## src/rtl/encoder_scan_n.sv

```systemverilog
// ---------------------------------------------------------------------------
// encoder_scan_n
//
// Registered bit-scan encoder. It accepts a WIDTH-bit request vector over a
// valid/ready handshake. It then streams out the binary index of every set
// bit, one index per beat, on a valid/ready output.
//
// Parameters
//   WIDTH      request vector width (>= 2)
//   MSB_FIRST  0: lowest set bit first, 1: highest set bit first
//   IDX_W      derived index width, $clog2(WIDTH) (not overridable)
//
// Optional feature macro: ENCODER_ZERO_FLAG_EN
//   defined     an accepted all-zero vector produces one beat with
//               o = 0, o_last = 1 and o_zero = 1
//   undefined   an all-zero vector is consumed silently and the o_zero
//               port does not exist
//
// Ports
//   clk       in   sole clock, rising edge
//   rst_n     in   synchronous active-low reset
//   in_valid  in   request vector present on i
//   in_ready  out  vector can be accepted this cycle (IDLE, not in reset)
//   i         in   [WIDTH-1:0] request vector
//   o_valid   out  index beat present on o
//   o_ready   in   downstream accepts the beat
//   o         out  [IDX_W-1:0] index of the currently selected bit
//   o_last    out  final beat of the current vector
//   o_zero    out  beat reports an all-zero vector (macro builds only)
//   busy      out  scan in progress
// ---------------------------------------------------------------------------
module encoder_scan_n #(
  parameter int WIDTH     = 8,
  parameter bit MSB_FIRST = 1'b0,
  localparam int IDX_W    = $clog2(WIDTH)
) (
  input  logic             clk,
  input  logic             rst_n,
  input  logic             in_valid,
  output logic             in_ready,
  input  logic [WIDTH-1:0] i,
  output logic             o_valid,
  input  logic             o_ready,
  output logic [IDX_W-1:0] o,
  output logic             o_last,
`ifdef ENCODER_ZERO_FLAG_EN
  output logic             o_zero,
`endif
  output logic             busy
);

  typedef enum logic {
    IDLE = 1'b0,
    SCAN = 1'b1
  } state_t;

  state_t           state_q, state_d;
  logic [WIDTH-1:0] pending_q, pending_d;

  // One-hot mask of the bit selected for the current beat.
  logic [WIDTH-1:0] sel_mask;
  logic [IDX_W-1:0] sel_idx;
  logic             single_bit;

  // A bit is selected when it is set and no bit ahead of it in scan order is
  // set. The "ahead" mask is a per-position constant, so each select bit is
  // a single AND with a reduction OR.
  generate
    for (genvar gi = 0; gi < WIDTH; gi++) begin : g_sel
      localparam logic [WIDTH-1:0] BIT_M   = WIDTH'(1) << gi;
      localparam logic [WIDTH-1:0] LOWER_M = BIT_M - WIDTH'(1);
      localparam logic [WIDTH-1:0] UPPER_M = ~(LOWER_M | BIT_M);
      if (MSB_FIRST) begin : g_msb
        assign sel_mask[gi] = pending_q[gi] & !(|(pending_q & UPPER_M));
      end else begin : g_lsb
        assign sel_mask[gi] = pending_q[gi] & !(|(pending_q & LOWER_M));
      end
    end
  endgenerate

  // One-hot to binary. Only legal indices (< WIDTH) can appear, so o stays
  // within range for non-power-of-two widths.
  always_comb begin
    sel_idx = '0;
    for (int k = 0; k < WIDTH; k++) begin
      if (sel_mask[k]) begin
        sel_idx = sel_idx | IDX_W'(k);
      end
    end
  end

  // At most one bit set. This is also true for an empty pending register,
  // which is exactly the zero-flag beat case.
  assign single_bit = ((pending_q & (pending_q - WIDTH'(1))) == '0);

  always_comb begin
    state_d   = state_q;
    pending_d = pending_q;
    in_ready  = 1'b0;
    o_valid   = 1'b0;
    o         = '0;
    o_last    = 1'b0;
    busy      = 1'b0;
`ifdef ENCODER_ZERO_FLAG_EN
    o_zero    = 1'b0;
`endif
    case (state_q)
      IDLE: begin
        // Forced low during reset so upstream never sees a phantom accept.
        in_ready = rst_n;
        if (in_valid && rst_n) begin
          if (i != '0) begin
            pending_d = i;
            state_d   = SCAN;
          end else begin
`ifdef ENCODER_ZERO_FLAG_EN
            pending_d = '0;
            state_d   = SCAN;
`endif
          end
        end
      end
      SCAN: begin
        o_valid = 1'b1;
        busy    = 1'b1;
        o       = sel_idx;
        o_last  = single_bit;
`ifdef ENCODER_ZERO_FLAG_EN
        o_zero  = (pending_q == '0);
`endif
        if (o_ready) begin
          pending_d = pending_q & ~sel_mask;
          if (single_bit) begin
            state_d = IDLE;
          end
        end
      end
      default: begin
        state_d = IDLE;
      end
    endcase
  end

  always_ff @(posedge clk) begin
    if (!rst_n) begin
      state_q   <= IDLE;
      pending_q <= '0;
    end else begin
      state_q   <= state_d;
      pending_q <= pending_d;
    end
  end

endmodule

```

## config.mk

```make
export PLATFORM = sky130hd
export DESIGN_NAME = encoder_scan_n
export DESIGN_NICKNAME = d
export VERILOG_FILES = /design/src/rtl/encoder_scan_n.sv
export SDC_FILE = /design/constraint.sdc
export NUM_CORES = 1
export LEC_CHECK = 0
export BUFFER_PORTS_ARGS = -buffer_cell sky130_fd_sc_hd__buf_4
export CAP_MARGIN = 20
export CORE_MARGIN = 2
export CORE_UTILIZATION = 37
export CTS_CLUSTER_SIZE = 8
export DETAILED_ROUTE_END_ITERATION = 6
export HOLD_SLACK_MARGIN = 0.12
export PLACE_DENSITY = 0.61
export SYNTH_ARGS = -nofsm -noshare
export SYNTH_HDL_FRONTEND = slang
export SYNTH_SLANG_ARGS = --single-unit
```

## constraint.sdc

```tcl
create_clock -name clk -period 3.3 [get_ports clk]
set_input_delay 0.495 -clock clk [delete_from_list [all_inputs] [get_ports clk]]
set_output_delay 0.495 -clock clk [all_outputs]
set_load 0.005 [all_outputs]
```

After elaboration in Yosys (flattened, before gate mapping):

Cells that the tools add are included.

* output and inout port bits: 7
* bits of input ports: 12
* word-level logic and storage cells: 54
* register bits after elaboration: 9

* add/subtract/negate cells: 1
* multiplexer cells: 20
* bitwise operators: 11
* equality and inequality tests: 3
* reductions and logical operators: 17

Operator list (count)
* two-way mux 8 bit: 3
* AND 8 bit: 2
* case mux 8 bit (2 select lines): 1
* two-way mux 3 bit: 5
* logical NOT 8 bit: 1
* two-way mux 1 bit: 8
* NOT 8 bit: 1
* nonzero test 8 bit: 1
* subtractor 8 x 1 -> 8 bit (second input constant): 1
* AND 1 bit: 7
* logical NOT 1 bit: 7
* OR reduction 7 bit: 1
* inequality test 2 bit (second input constant): 3
* OR reduction 6 bit: 1
* OR reduction 5 bit: 1
* two-way mux 2 bit: 2
* OR reduction 4 bit: 1
* AND reduction 3 bit: 1
* OR reduction 3 bit: 1
* case mux 1 bit (2 select lines): 1
* OR reduction 2 bit: 1
* logical AND 1 bit: 1
* NOT 1 bit: 1

Logic depth before layout (Yosys ltp):

* word-level depth: 10
* depth in mapped cells: 5

Least setup slack after synthesis:

OpenSTA, ideal clock, no wires.

* path type: register to output
* start point: reg pending_q[3]
* end point: out o_last
* stages on the path, launching flop included: 5
* data arrival time: 1.381 ns
* path buffers: 0
* slack: 1.424 ns
* cells stage by stage: dfxtp_1 -> or4_4 -> nor3_1 -> o32a_1 -> and2_1

* word-level cells in the longest chain between the ends: 4

RTL lines
* start: declaration: RTL line 58 `logic [WIDTH-1:0] pending_q, pending_d;`
* start signal: assignment: RTL line 150 `pending_q <= pending_d;`
* subtractor 8 x 1 -> 8 bit: RTL line 94 `assign single_bit = ((pending_q & (pending_q - WIDTH'(1))) == '0);`
* AND 8 bit (*): RTL line 94
* logical NOT 8 bit (*): RTL line 94
* two-way mux 1 bit (*): RTL line 107 `case (state_q)`
* end: declaration: RTL line 45 `output logic o_last,`

Every way passes the cells marked *; elsewhere a longest branch is shown, timed or not.

Worst setup path in the final report:

Same ends and word-level chain as after synthesis.

==> impl_results.md <==
* CP Class: flip-flop to primary output
* Core area at 0.001506 sq mm
* Initial core utilization at 39.78%
* Final setup fails at 0
* Endpoints failing hold at 0
* HPWL after detailed placement at 1.143 mm
* P per Cell Area at 428.4 mW/mm^2
* R2R Setup Slk at 1650 ps
* Layout area overhead at 26.30%
* Maximum clock path buffer count at 2
* Count of cell types in the netlist at 28
* DR vias/cell at 5.769
* Post-CTS Resized at 0
* Async set-reset flop share out of synthesis at 0%
* Slew margin rel. at 63.38%
* Syn Std Cell Area at 599.3 sq um
* Sinks on Clock Net at 9
* Reg-to-Reg Start: state_q$_SDFF_PN0_
* Die height at 44.25 um
* Largest net degree at the start of global routing at 15
* Drt initial violations at 23
* Hold_buf cts at 0
* RSZ-0062 raised after global routing: no
* Diodes inserted at 0
* HP Class: primary input to flip-flop
* Final max-slew violation count at 0
* Full die area at 0.001958 sq mm
* Actual slew at the worst max-slew pin at 549.4 ps
* Max-cap violations at 0
* Global-route wire length before repair at 2.401 mm
* Final Critical Period at 2327 ps
* CTS Root Cell: clkbuf_4
* Share of cells above drive strength 1 at 26.09%
* RR Endpoint: pending_q[3]$_SDFFE_PN0P_
* TritonCTS Buffers at 3
* Crit end category: primary output
* Worst path required time at 2800 ps
* Hold path start: o_ready
* Routed wire length at 1.530 mm
* Status: finished clean
* Startpoint Class: flip-flop
* Placer congestion estimate at 0.8654
* Main synth FF type: dfxtp_1
* Lkg Pwr at 0.3109 nW
* Worst reg-to-reg path cell count at 4
* DRC viols at 0
* Core Util, Final at 50.25%
* Die width at 44.25 um
* Clk_lat worst skew at 270 ps
* IO Port Bufs at 18
* Post-route ant nets at 0
* Vias in the first global route at 555
* Via count at 623
* Hold path depth at 2
* Commonest cells after routing, fill and taps aside: 18 x buf_4, 9 x dfxtp_1, 6 x nor3_1
* Ports at 19
* Post-synth EDFFs at 0
* Max FO, Critical Path at 6
* # nets final at 105
* Arrival @ worst endpoint at 1830 ps
* Tcrit/Tclk final at 70.53%
* Setup_tns at 0 ps
* Total gr overflow at 0
* Drt wl/cell at 14.17 um
* GRT Util Overall at 17.35%
* Synth Net Count at 87
* CTS tree: yes
* Power Total at 0.3243 mW
* Register area share after synthesis at 30.06%
* Postcts setup bufs at 0
* Initial antenna violation count at 0
* Skew final at 8.388 ps
* Row Count at 14
* Pre-antenna DRT Iters at 4
* Post-synthesis register bit count at 9
* Fmax at 429.7 MHz
* Synth warnings at 0
* Htree depth at 1
* CTS clock-pin slew for the worst setup and hold paths at 70 ps
* Avg Cell Area, Syn at 7.991 sq um
* Commonest non-fill, non-tap cell in the layout: buf_4
* End of the worst hold path: state_q$_SDFF_PN0_
* Cells after Synth at 75
* Peak supply drop at 0.2256 mV
[routing by layer]
metal | GRT usage [%] | vias to the layer above | wire [um]
met5 | 0 | - | 0
met3 | 5.714 | 4 | 96
met1 | 23.63 | 272 | 746
li1 | - | 321 | -
met4 | 10.91 | 0 | 31
met2 | 23.24 | 26 | 655
[area by class of cell]
class	instances	area [sq um]
Timing Repair Buffer	18	135.1
Sequential cell	9	180.2
Multi-Input combinational cell	57	380.4
Fill cell	155	749.5
Clock buffer	4	26.28
Tap cell	16	20.02
Inverter	4	15.01
[critical path, stage by stage, from the launching register on]
cell and delay [ps]:
dfxtp_1 350, or4_4 590, nor3_1 190, o32a_1 200, and2_1 130, buf_4 100
[state kept, by name (all words and copies together) (netlist names)]
signal,count
state_q,1
pending_q,8
[worst max path at each step]
| stage | from | endpoint | slack [ps] |
|---|---|---|---|
| 2_1_floorplan | pending_q[3]$_SDFFE_PN0P_ | o_last | 1420 |
| 3_3_place_gp | pending_q[3]$_SDFFE_PN0P_ | o_last | 1290 |
| 3_5_place_dp | pending_q[3]$_SDFFE_PN0P_ | o_last | 1260 |
| 4_1_cts | pending_q[3]$_SDFFE_PN0P_ | o_last | 970 |
| 5_1_grt | pending_q[3]$_SDFFE_PN0P_ | o_last | 870 |
| 6_report | pending_q[3]$_SDFFE_PN0P_ | o_last | 970 |
[synthesized netlist by cell type (all sizes together) (2+ instances only)]
| cell type | n | share of area, % |
|---|---|---|
| dfxtp | 9 | 30 |
| nor2 | 5 | 3.1 |
| nor4 | 4 | 6.7 |
| o22ai | 5 | 5.2 |
| maj3 | 2 | 3.3 |
| o21ai | 4 | 3.3 |
| nand2b | 3 | 3.1 |
| nand2 | 5 | 3.1 |
| buf | 2 | 2.1 |
| inv | 4 | 2.5 |
| a32o | 2 | 3.3 |
| clkbuf | 3 | 1.9 |
| nor3 | 6 | 5.0 |
| a22o | 5 | 7.3 |
| and2 | 3 | 3.1 |
| a21oi | 3 | 2.5 |
[cells by family after synthesis]
group | synth area share [%]
AND/OR/NAND/NOR | 29.65
AO/OA/AOI/OAI | 30.48
buffers and inverters | 6.471
flip-flops | 30.06
adder cells (fa/ha/maj) | 3.340
[power by group]
part           leakage [nW]  internal (mW)  switching, mW
combinational         0.222         0.0531         0.0444
sequential           0.0741          0.118         0.0195
clock                0.0150         0.0467         0.0430
[stage by stage]
step | setup WS (ps) | cell area, sq um | std cells | hold WS, ps
after floorplan | 1424 | 599.3 | 75 | 522.1
after global placement | 1288 | 730.7 | 104 | 569.2
after detailed placement | 1255 | 730.7 | 104 | 577.9
after CTS | 969.7 | 757.0 | 108 | 416.0
after global routing | 869.2 | 757.0 | 108 | 417.7
final | 972.5 | 757.0 | 108 | 406.5
(Power assumes the default switching activity.)
